## config.mk

```make
export PLATFORM = sky130hd
export DESIGN_NAME = noc_proc_interface
export DESIGN_NICKNAME = d
export VERILOG_FILES = /design/src/rtl/noc_proc_interface.sv
export SDC_FILE = /design/constraint.sdc
export NUM_CORES = 1
export LEC_CHECK = 0
export ABC_AREA = 1
export BUFFER_PORTS_ARGS = -buffer_cell sky130_fd_sc_hd__buf_2
export CELL_PAD_IN_SITES_DETAIL_PLACEMENT = 0
export CELL_PAD_IN_SITES_GLOBAL_PLACEMENT = 2
export CORE_ASPECT_RATIO = 0.75
export CORE_MARGIN = 3
export CORE_UTILIZATION = 30
export DETAILED_ROUTE_END_ITERATION = 16
export GPL_ROUTABILITY_DRIVEN = 0
export PLACE_DENSITY = 0.64
export SKIP_CTS_REPAIR_TIMING = 1
export SYNTH_ARGS = -nofsm -noshare
export SYNTH_HDL_FRONTEND = slang
export SYNTH_SLANG_ARGS = --single-unit
```

## constraint.sdc

```tcl
create_clock -name clock -period 4.1 [get_ports clock]
set_input_delay 1.025 -clock clock [delete_from_list [all_inputs] [get_ports clock]]
set_output_delay 1.025 -clock clock [all_outputs]
set_load 0.005 [all_outputs]
```

## src/rtl/noc_proc_interface.sv

```systemverilog
`default_nettype none
// ============================================================================
//  Module      : noc_proc_interface
//  Description : Processor-side network interface for one node of the 2x2
//                mesh. A TX FIFO buffers host send requests and serialises them
//                onto the 11-bit configure port under proc_ready. Rising-valid
//                words from the 9-bit receive port are captured into an RX FIFO
//                that the host pops.
//                Optional build macro NI_STATS_EN adds saturating 16-bit
//                tx_count / rx_count flit counters.
//  Revision    : 1.0 - initial release
// ============================================================================
module noc_proc_interface #(
  parameter logic [1:0] NODE_ID  = 2'd0,
  parameter int         TX_DEPTH = 4,
  parameter int         RX_DEPTH = 4
) (
  input  logic        clock,
  input  logic        reset,
  input  logic        host_tx_valid,
  input  logic [1:0]  host_tx_dest,
  input  logic [7:0]  host_tx_data,
  output logic        host_tx_ready,
  output logic        host_rx_valid,
  output logic [7:0]  host_rx_data,
  input  logic        host_rx_pop,
  input  logic        proc_ready,
  output logic [10:0] p_configure,
  input  logic [8:0]  p_recieve_data,
  output logic        tx_drop,
`ifdef NI_STATS_EN
  output logic [15:0] tx_count,
  output logic [15:0] rx_count,
`endif
  output logic        rx_overflow
);

  localparam int c_tx_aw = $clog2(TX_DEPTH);
  localparam int c_rx_aw = $clog2(RX_DEPTH);
  localparam logic [c_tx_aw:0] c_tx_one = 1;
  localparam logic [c_rx_aw:0] c_rx_one = 1;

  typedef enum logic [1:0] {
    ST_IDLE   = 2'd0,
    ST_INJECT = 2'd1,
    ST_GAP    = 2'd2
  } state_t;

  // ---------------------------------------------------------------- TX FIFO
  logic [9:0]       r_tx_mem [TX_DEPTH];
  logic [c_tx_aw:0] r_tx_wptr;
  logic [c_tx_aw:0] r_tx_rptr;
  logic             r_tx_drop;
  logic             w_tx_empty;
  logic             w_tx_full;
  logic             w_tx_push;
  logic             w_tx_pop;

  assign w_tx_empty = (r_tx_wptr == r_tx_rptr);
  assign w_tx_full  = (r_tx_wptr[c_tx_aw] != r_tx_rptr[c_tx_aw]) &&
                      (r_tx_wptr[c_tx_aw-1:0] == r_tx_rptr[c_tx_aw-1:0]);
  // A full FIFO still accepts when the FSM frees a slot on the same edge;
  // the pop depends only on registered state, so no path from proc_ready.
  assign w_tx_push  = host_tx_valid && (host_tx_dest != NODE_ID) &&
                      (!w_tx_full || w_tx_pop);
  assign host_tx_ready = !w_tx_full;
  assign tx_drop       = r_tx_drop;

  // TX pointers and the one-cycle reject pulse
  always_ff @(posedge clock or negedge reset) begin
    if (!reset) begin
      r_tx_wptr <= '0;
      r_tx_rptr <= '0;
      r_tx_drop <= 1'b0;
    end else begin
      if (w_tx_push) r_tx_wptr <= r_tx_wptr + c_tx_one;
      if (w_tx_pop)  r_tx_rptr <= r_tx_rptr + c_tx_one;
      r_tx_drop <= host_tx_valid && !w_tx_push;
    end
  end

  // TX storage, entries packed as {data, dest}
  always_ff @(posedge clock) begin
    if (w_tx_push) r_tx_mem[r_tx_wptr[c_tx_aw-1:0]] <= {host_tx_data, host_tx_dest};
  end

  // ------------------------------------------------------------ inject FSM
  state_t      r_state;
  state_t      w_state_next;
  logic [10:0] r_pconf;
  logic [10:0] w_pconf_next;

  assign p_configure = r_pconf;

  // FSM state and configure-port register
  always_ff @(posedge clock or negedge reset) begin
    if (!reset) begin
      r_state <= ST_IDLE;
      r_pconf <= '0;
    end else begin
      r_state <= w_state_next;
      r_pconf <= w_pconf_next;
    end
  end

  // Next state: load head, hold until accepted, then one all-zero gap cycle
  always_comb begin
    w_state_next = r_state;
    w_pconf_next = r_pconf;
    w_tx_pop     = 1'b0;
    case (r_state)
      ST_IDLE: begin
        if (!w_tx_empty) begin
          w_pconf_next = {r_tx_mem[r_tx_rptr[c_tx_aw-1:0]], 1'b1};
          w_tx_pop     = 1'b1;
          w_state_next = ST_INJECT;
        end
      end
      ST_INJECT: begin
        if (proc_ready) begin
          w_pconf_next = '0;
          w_state_next = ST_GAP;
        end
      end
      ST_GAP: begin
        w_pconf_next = '0;
        w_state_next = ST_IDLE;
      end
      default: begin
        w_pconf_next = '0;
        w_state_next = ST_IDLE;
      end
    endcase
  end

  // ---------------------------------------------------------------- RX FIFO
  logic [7:0]       r_rx_mem [RX_DEPTH];
  logic [c_rx_aw:0] r_rx_wptr;
  logic [c_rx_aw:0] r_rx_rptr;
  logic [c_rx_aw:0] w_rx_wptr_next;
  logic [c_rx_aw:0] w_rx_rptr_next;
  logic [7:0]       r_rx_head;
  logic [7:0]       w_rx_head_next;
  logic             r_rx_valid_q;
  logic             r_rx_ovf;
  logic             w_rx_empty;
  logic             w_rx_full;
  logic             w_rx_rise;
  logic             w_rx_pop;
  logic             w_rx_push;

  assign w_rx_empty = (r_rx_wptr == r_rx_rptr);
  assign w_rx_full  = (r_rx_wptr[c_rx_aw] != r_rx_rptr[c_rx_aw]) &&
                      (r_rx_wptr[c_rx_aw-1:0] == r_rx_rptr[c_rx_aw-1:0]);
  // The mesh may hold a word for several cycles; capture only its first one
  assign w_rx_rise  = p_recieve_data[0] && !r_rx_valid_q;
  assign w_rx_pop   = host_rx_pop && !w_rx_empty;
  assign w_rx_push  = w_rx_rise && (!w_rx_full || w_rx_pop);
  assign w_rx_wptr_next = w_rx_push ? r_rx_wptr + c_rx_one : r_rx_wptr;
  assign w_rx_rptr_next = w_rx_pop  ? r_rx_rptr + c_rx_one : r_rx_rptr;

  assign host_rx_valid = !w_rx_empty;
  assign host_rx_data  = r_rx_head;
  assign rx_overflow   = r_rx_ovf;

  // Head after this edge: bypass the incoming word when it lands in the read slot
  always_comb begin
    w_rx_head_next = r_rx_mem[w_rx_rptr_next[c_rx_aw-1:0]];
    if (w_rx_push && (w_rx_rptr_next == r_rx_wptr)) begin
      w_rx_head_next = p_recieve_data[8:1];
    end else if (w_rx_rptr_next == w_rx_wptr_next) begin
      w_rx_head_next = '0;
    end
  end

  // RX pointers, registered head, edge detector and sticky overflow
  always_ff @(posedge clock or negedge reset) begin
    if (!reset) begin
      r_rx_wptr    <= '0;
      r_rx_rptr    <= '0;
      r_rx_head    <= '0;
      r_rx_valid_q <= 1'b0;
      r_rx_ovf     <= 1'b0;
    end else begin
      r_rx_wptr    <= w_rx_wptr_next;
      r_rx_rptr    <= w_rx_rptr_next;
      r_rx_head    <= w_rx_head_next;
      r_rx_valid_q <= p_recieve_data[0];
      if (w_rx_rise && !w_rx_push) r_rx_ovf <= 1'b1;
    end
  end

  // RX storage
  always_ff @(posedge clock) begin
    if (w_rx_push) r_rx_mem[r_rx_wptr[c_rx_aw-1:0]] <= p_recieve_data[8:1];
  end

`ifdef NI_STATS_EN
  logic [15:0] r_tx_count;
  logic [15:0] r_rx_count;

  assign tx_count = r_tx_count;
  assign rx_count = r_rx_count;

  // Saturating flit counters: accepted injects and stored receives
  always_ff @(posedge clock or negedge reset) begin
    if (!reset) begin
      r_tx_count <= '0;
      r_rx_count <= '0;
    end else begin
      if ((r_state == ST_INJECT) && proc_ready && (r_tx_count != 16'hFFFF))
        r_tx_count <= r_tx_count + 16'd1;
      if (w_rx_push && (r_rx_count != 16'hFFFF))
        r_rx_count <= r_rx_count + 16'd1;
    end
  end
`endif

endmodule
`default_nettype wire

```

Word level (Yosys, flattened, before mapping). Memory sizes are Yosys's and may differ from the RTL's. Index checks and enable logic that the tools add are counted.

Reduce and logical (&&, ||, !) cells: 21. Mux-type cells: 16. $add $sub $neg: 4. Equal/unequal tests: 11.

Operator list (number): 2-to-1 mux 11 bit (2); one-hot mux 11 bit (2 select lines) (1); 2-to-1 mux 8 bit (2); adder 3 x 1 -> 3 bit, second input constant (4); == test 3 bit (4); logical AND 1 bit (10); zero test 1 bit (6); 2-to-1 mux 1 bit (6); 2-to-1 mux 3 bit (2); == test 2 bit (2); 2-to-1 mux 2 bit (2); != test 2 bit, second input constant (2); one-hot mux 2 bit (2 select lines) (1); == test 2 x 1 -> 1 bit, second input constant (1); zero test 2 bit (1); logical OR 1 bit (2); != test 1 bit (2); AND reduction 2 bit (1); nonzero test 2 bit (1).

Input bits: 24. Memory bits (writable): 72. Output and inout port bits: 23. Word-level logic and storage cells: 64. Register bits after elaboration: 36. Memories kept: 2.

Memory list: r_tx_mem (words 4, width 10, rd ports 1, clocked after Yosys merged registers in 0, write ports 1, RTL line 50) `logic [9:0] r_tx_mem [TX_DEPTH];`; r_rx_mem (words 4, width 8, rd ports 1, clocked after Yosys merged registers in 0, write ports 1, RTL line 137) `logic [7:0] r_rx_mem [RX_DEPTH];`.

Longest topological paths before layout.
Depth after elaboration: 9. Gate-level depth with buffers: 14. Gate-level depth less buffers: 14.

Least setup slack after synthesis. Ideal clock, no wire load.

Kind: input-to-reg. From: input proc_ready. To: memory r_tx_mem[3][0] (enable). Arrival: 2060 ps. Required time: 3721 ps. Stages on the path: 8. Path slack: 1661 ps. Buffers on the path: 0. Setup time: 379 ps. Cells stage by stage: inv_1 > nand3_1 > nand2_1 > inv_1 > nand2_2 > nand2_1 > nand2_1 > nor2_1.

RTL lines: start: declaration (RTL line 27) `input logic proc_ready,`; end: declaration (RTL line 50).

==> results.py <==
metrics = {
    "run_status": {
        "outcome": "finished clean",
    },
    "floorplan": {
        "die_w_um": 150,
        "dieArea_um2": 17000,
        "start_util_pct": 31.4,
        "core-area_um2": 14800,
        "ios": 47,
        "die_y_um": 114,
        "rows": 38,
    },
    "setup_path": {
        "reg2reg_depth": 8,
        "cp_slowest_cell": "nor2_1",
        "path_class": "input port to register",
        "worstPathRequired_ps": 4090,
        "regToRegStartpoint": "r_tx_wptr[0]$_DFFE_PN0P_",
        "crit_buf_inv": 3,
        "crit_top_cell": "nand2_1",
        "reg2reg_slack_ps": 1420,
        "endpoint": "r_tx_mem[1][1]$_DFFE_PP_",
        "max_stage_delay_ps": 700,
        "end_kind": "register",
        "worst-path-stages": 9,
        "path_cells": "buf_2, inv_1, nand3_1, nand2_1, inv_1, nand2_2, nand2_1, nand2_1, nor2_1",
        "cp-start-kind": "input port",
        "timing.rr.end": "r_tx_mem[1][1]$_DFFE_PP_",
        "path_delay_family": "simple AND/OR/NAND/NOR gates",
        "cp_data_arrival_time_ps": 2830,
        "setup.worst_path.start": "proc_ready",
        "path_max_fanout": 15,
    },
    "sta": {
        "slew_headroom_pct": 34.2,
        "finalCritPeriodShare_pct": 69.2,
        "skew_ps": 13.3,
        "hold_violations": 0,
        "drv_slew": 0,
        "fin_setup_tns_ps": 0,
        "rsz0062_at_grt": "no",
        "period_needed_ps": 2840,
        "clock.fmax_ghz": 0.352,
        "finalSetupViolCount": 0,
        "worst_pin_slew_ps": 983,
    },
    "grt": {
        "grt_start_max_net_pins": 36,
        "antenna_found_initial": 0,
        "grt_pass1_wl_mm": 17.0,
        "grt_overflow": 0,
        "track_usage_pct": 13.5,
        "first_global_vias": 2895,
    },
    "final_layout": {
        "finalNetCount": 513,
        "fin_cells": 684,
        "layout_common_cells": "nand2_1 (151), edfxtp_1 (72), buf_2 (46)",
        "final_common_cell": "nand2_1",
        "drive_above_1_share_pct": 19.2,
        "diodes": 0,
        "syn2layout_area_growth_pct": 16.1,
        "fill_cells": 1462,
    },
    "detailed_routing": {
        "vias_per_cell": 4.38,
        "drtIter0Drc": 139,
        "drc": 0,
        "first_pass_iters": 4,
        "postRouteAntennaNets": 0,
        "wl_per_cell_um": 15.7,
        "drt-total-wl_mm": 10.8,
        "vias": 2997,
    },
    "clock_network": {
        "cts.clk_slew.worst_paths_ps": 80,
        "insertion_delay_ps": 360,
        "htree_levels": 3,
        "clock_sinks": 107,
        "cts_buffers": 9,
        "clock_path_buffers": 2,
        "cts_tree": "built",
        "cts_root_buf": "clkbuf_16",
    },
    "logic_synthesis": {
        "syn_area_um2": 4650,
        "yosys_warnings": 0,
        "syn_inst": 429,
        "ys_seq_area_share_pct": 65.4,
        "synthMuxAreaShare_pct": 0,
        "synth_xor_area_share_pct": 2.07,
        "yosys.area_share.simple_pct": 19.3,
        "synth_top_family_by_area": "simple AND/OR/NAND/NOR gates",
        "syn_area_per_cell_um2": 10.8,
        "synth.distinct_cells": 27,
        "synth_nets": 463,
        "synth_compound_area_share_pct": 5.74,
        "synth_seq_cells": 107,
        "synth_fa_ha_area_share_pct": 2.69,
    },
    "power": {
        "ir_drop_v": 0.000293,
        "power_density_nw_per_um2": 744,
        "p_leak_nw": 2.34,
    },
    "placed_design": {
        "dp.cells": 668,
        "dp_hpwl_mm": 7.39,
        "port-buffer-count": 46,
    },
    "job": {
        "drv_cap": 0,
    },
    "worst_hold_path": {
        "min_path_type": "register to register",
    },
}
==> registers in the layout (all words and copies together), names as in the netlist, 3 cells and up <==
register      cells
host_rx_data      8
p_configure      10
r_rx_mem         32
r_rx_rptr         3
r_rx_wptr         3
r_tx_mem         40
r_tx_rptr         3
r_tx_wptr         3
==> synthesized netlist by cell type <==
master      n  share of area [%]
nor2_4      1               0.24
nor2_2      1               0.13
edfxtp_1   72                 47
a21oi_1    11                1.2
o21ai_0    11                1.2
nand3_4     2               0.75
nand2_1   151                 12
buf_6       3               0.73
nand3_1    18                1.9
o21ai_1     8               0.86
clkbuf_1    8               0.65
nor2_1     17                1.4
xor2_1      5               0.94
a32o_1     10                2.2
inv_1      33                2.7
dfrtp_1    35                 19
nand4_1     2               0.27
nand3b_1    1               0.16
xnor2_1     6                1.1
nand2_4     3               0.73
o21bai_1    1               0.16
ha_1       10                2.7
nand2_2    11                1.5
inv_4       1               0.13
inv_2       6               0.48
buf_4       1               0.16
a31o_2      1               0.19
==> worst register-to-register path, stage by stage (launching register included) <==
cell	delay [ps]
dfrtp_1	460
xnor2_1	180
nand4_1	100
nand2_1	240
inv_1	170
nand2_2	180
nand2_1	130
nand2_1	150
nor2_1	700
==> through the flow <==
stage	hold slack, ps	instance area [µm²]	util, %	worst slack [ps]	power, mW
floorplan	462	4650	-	1660	2.70
global placement	453	5090	34.4	939	3.19
detailed placement	451	5090	34.4	806	3.18
CTS	468	5390	36.5	1200	4.07
global route	492	5390	36.5	1010	4.36
finish	461	5390	36.5	1260	4.02
==> cell families after synthesis <==
kind of cell / Yosys count
simple gates: 207
flops: 107
buf+inv: 52
compound gates: 42
xor+xnor: 11
fa+ha+maj: 10
==> cell type report <==
type                    instances  area [µm²]  area share, %
flip-flops and latches        107        3040           56.3
multi-input cells             270        1380           25.7
inverters                      40         153           2.83
well taps                     200         250           4.64
clock inverters                 7        76.3           1.41
repair buffers                 51         268           4.96
clock buffers                   9         225           4.18
==> layer usage <==
metal / up-vias / global-route usage [%] / part of all wire [%]
met4: 0 / 3.29 / 1.1
met1: 1399 / 21.7 / 55
met5: - / 0 / 0
met3: 13 / 3.89 / 5.1
li1: 1526 / - / -
met2: 59 / 17.6 / 39
==> worst min path at each step <==
stage | from | to | slack (ps) | depth (start not counted)
global route | rx_overflow$_DFFE_PN0P_ | rx_overflow$_DFFE_PN0P_ | 490 | 1
CTS | rx_overflow$_DFFE_PN0P_ | rx_overflow$_DFFE_PN0P_ | 470 | 1
floorplan | r_tx_wptr[2]$_DFFE_PN0P_ | r_tx_wptr[2]$_DFFE_PN0P_ | 460 | 1
detailed placement | rx_overflow$_DFFE_PN0P_ | rx_overflow$_DFFE_PN0P_ | 450 | 1
finish | rx_overflow$_DFFE_PN0P_ | rx_overflow$_DFFE_PN0P_ | 460 | 1
global placement | rx_overflow$_DFFE_PN0P_ | rx_overflow$_DFFE_PN0P_ | 450 | 1
==> report_power, final <==
| group | internal [mW] | switching (mW) |
|---|---|---|
| Combinational | 0.533 | 1.03 |
| Clock | 0.436 | 0.442 |
| Sequential | 1.42 | 0.153 |
Power figures use the tool's default switching activity.
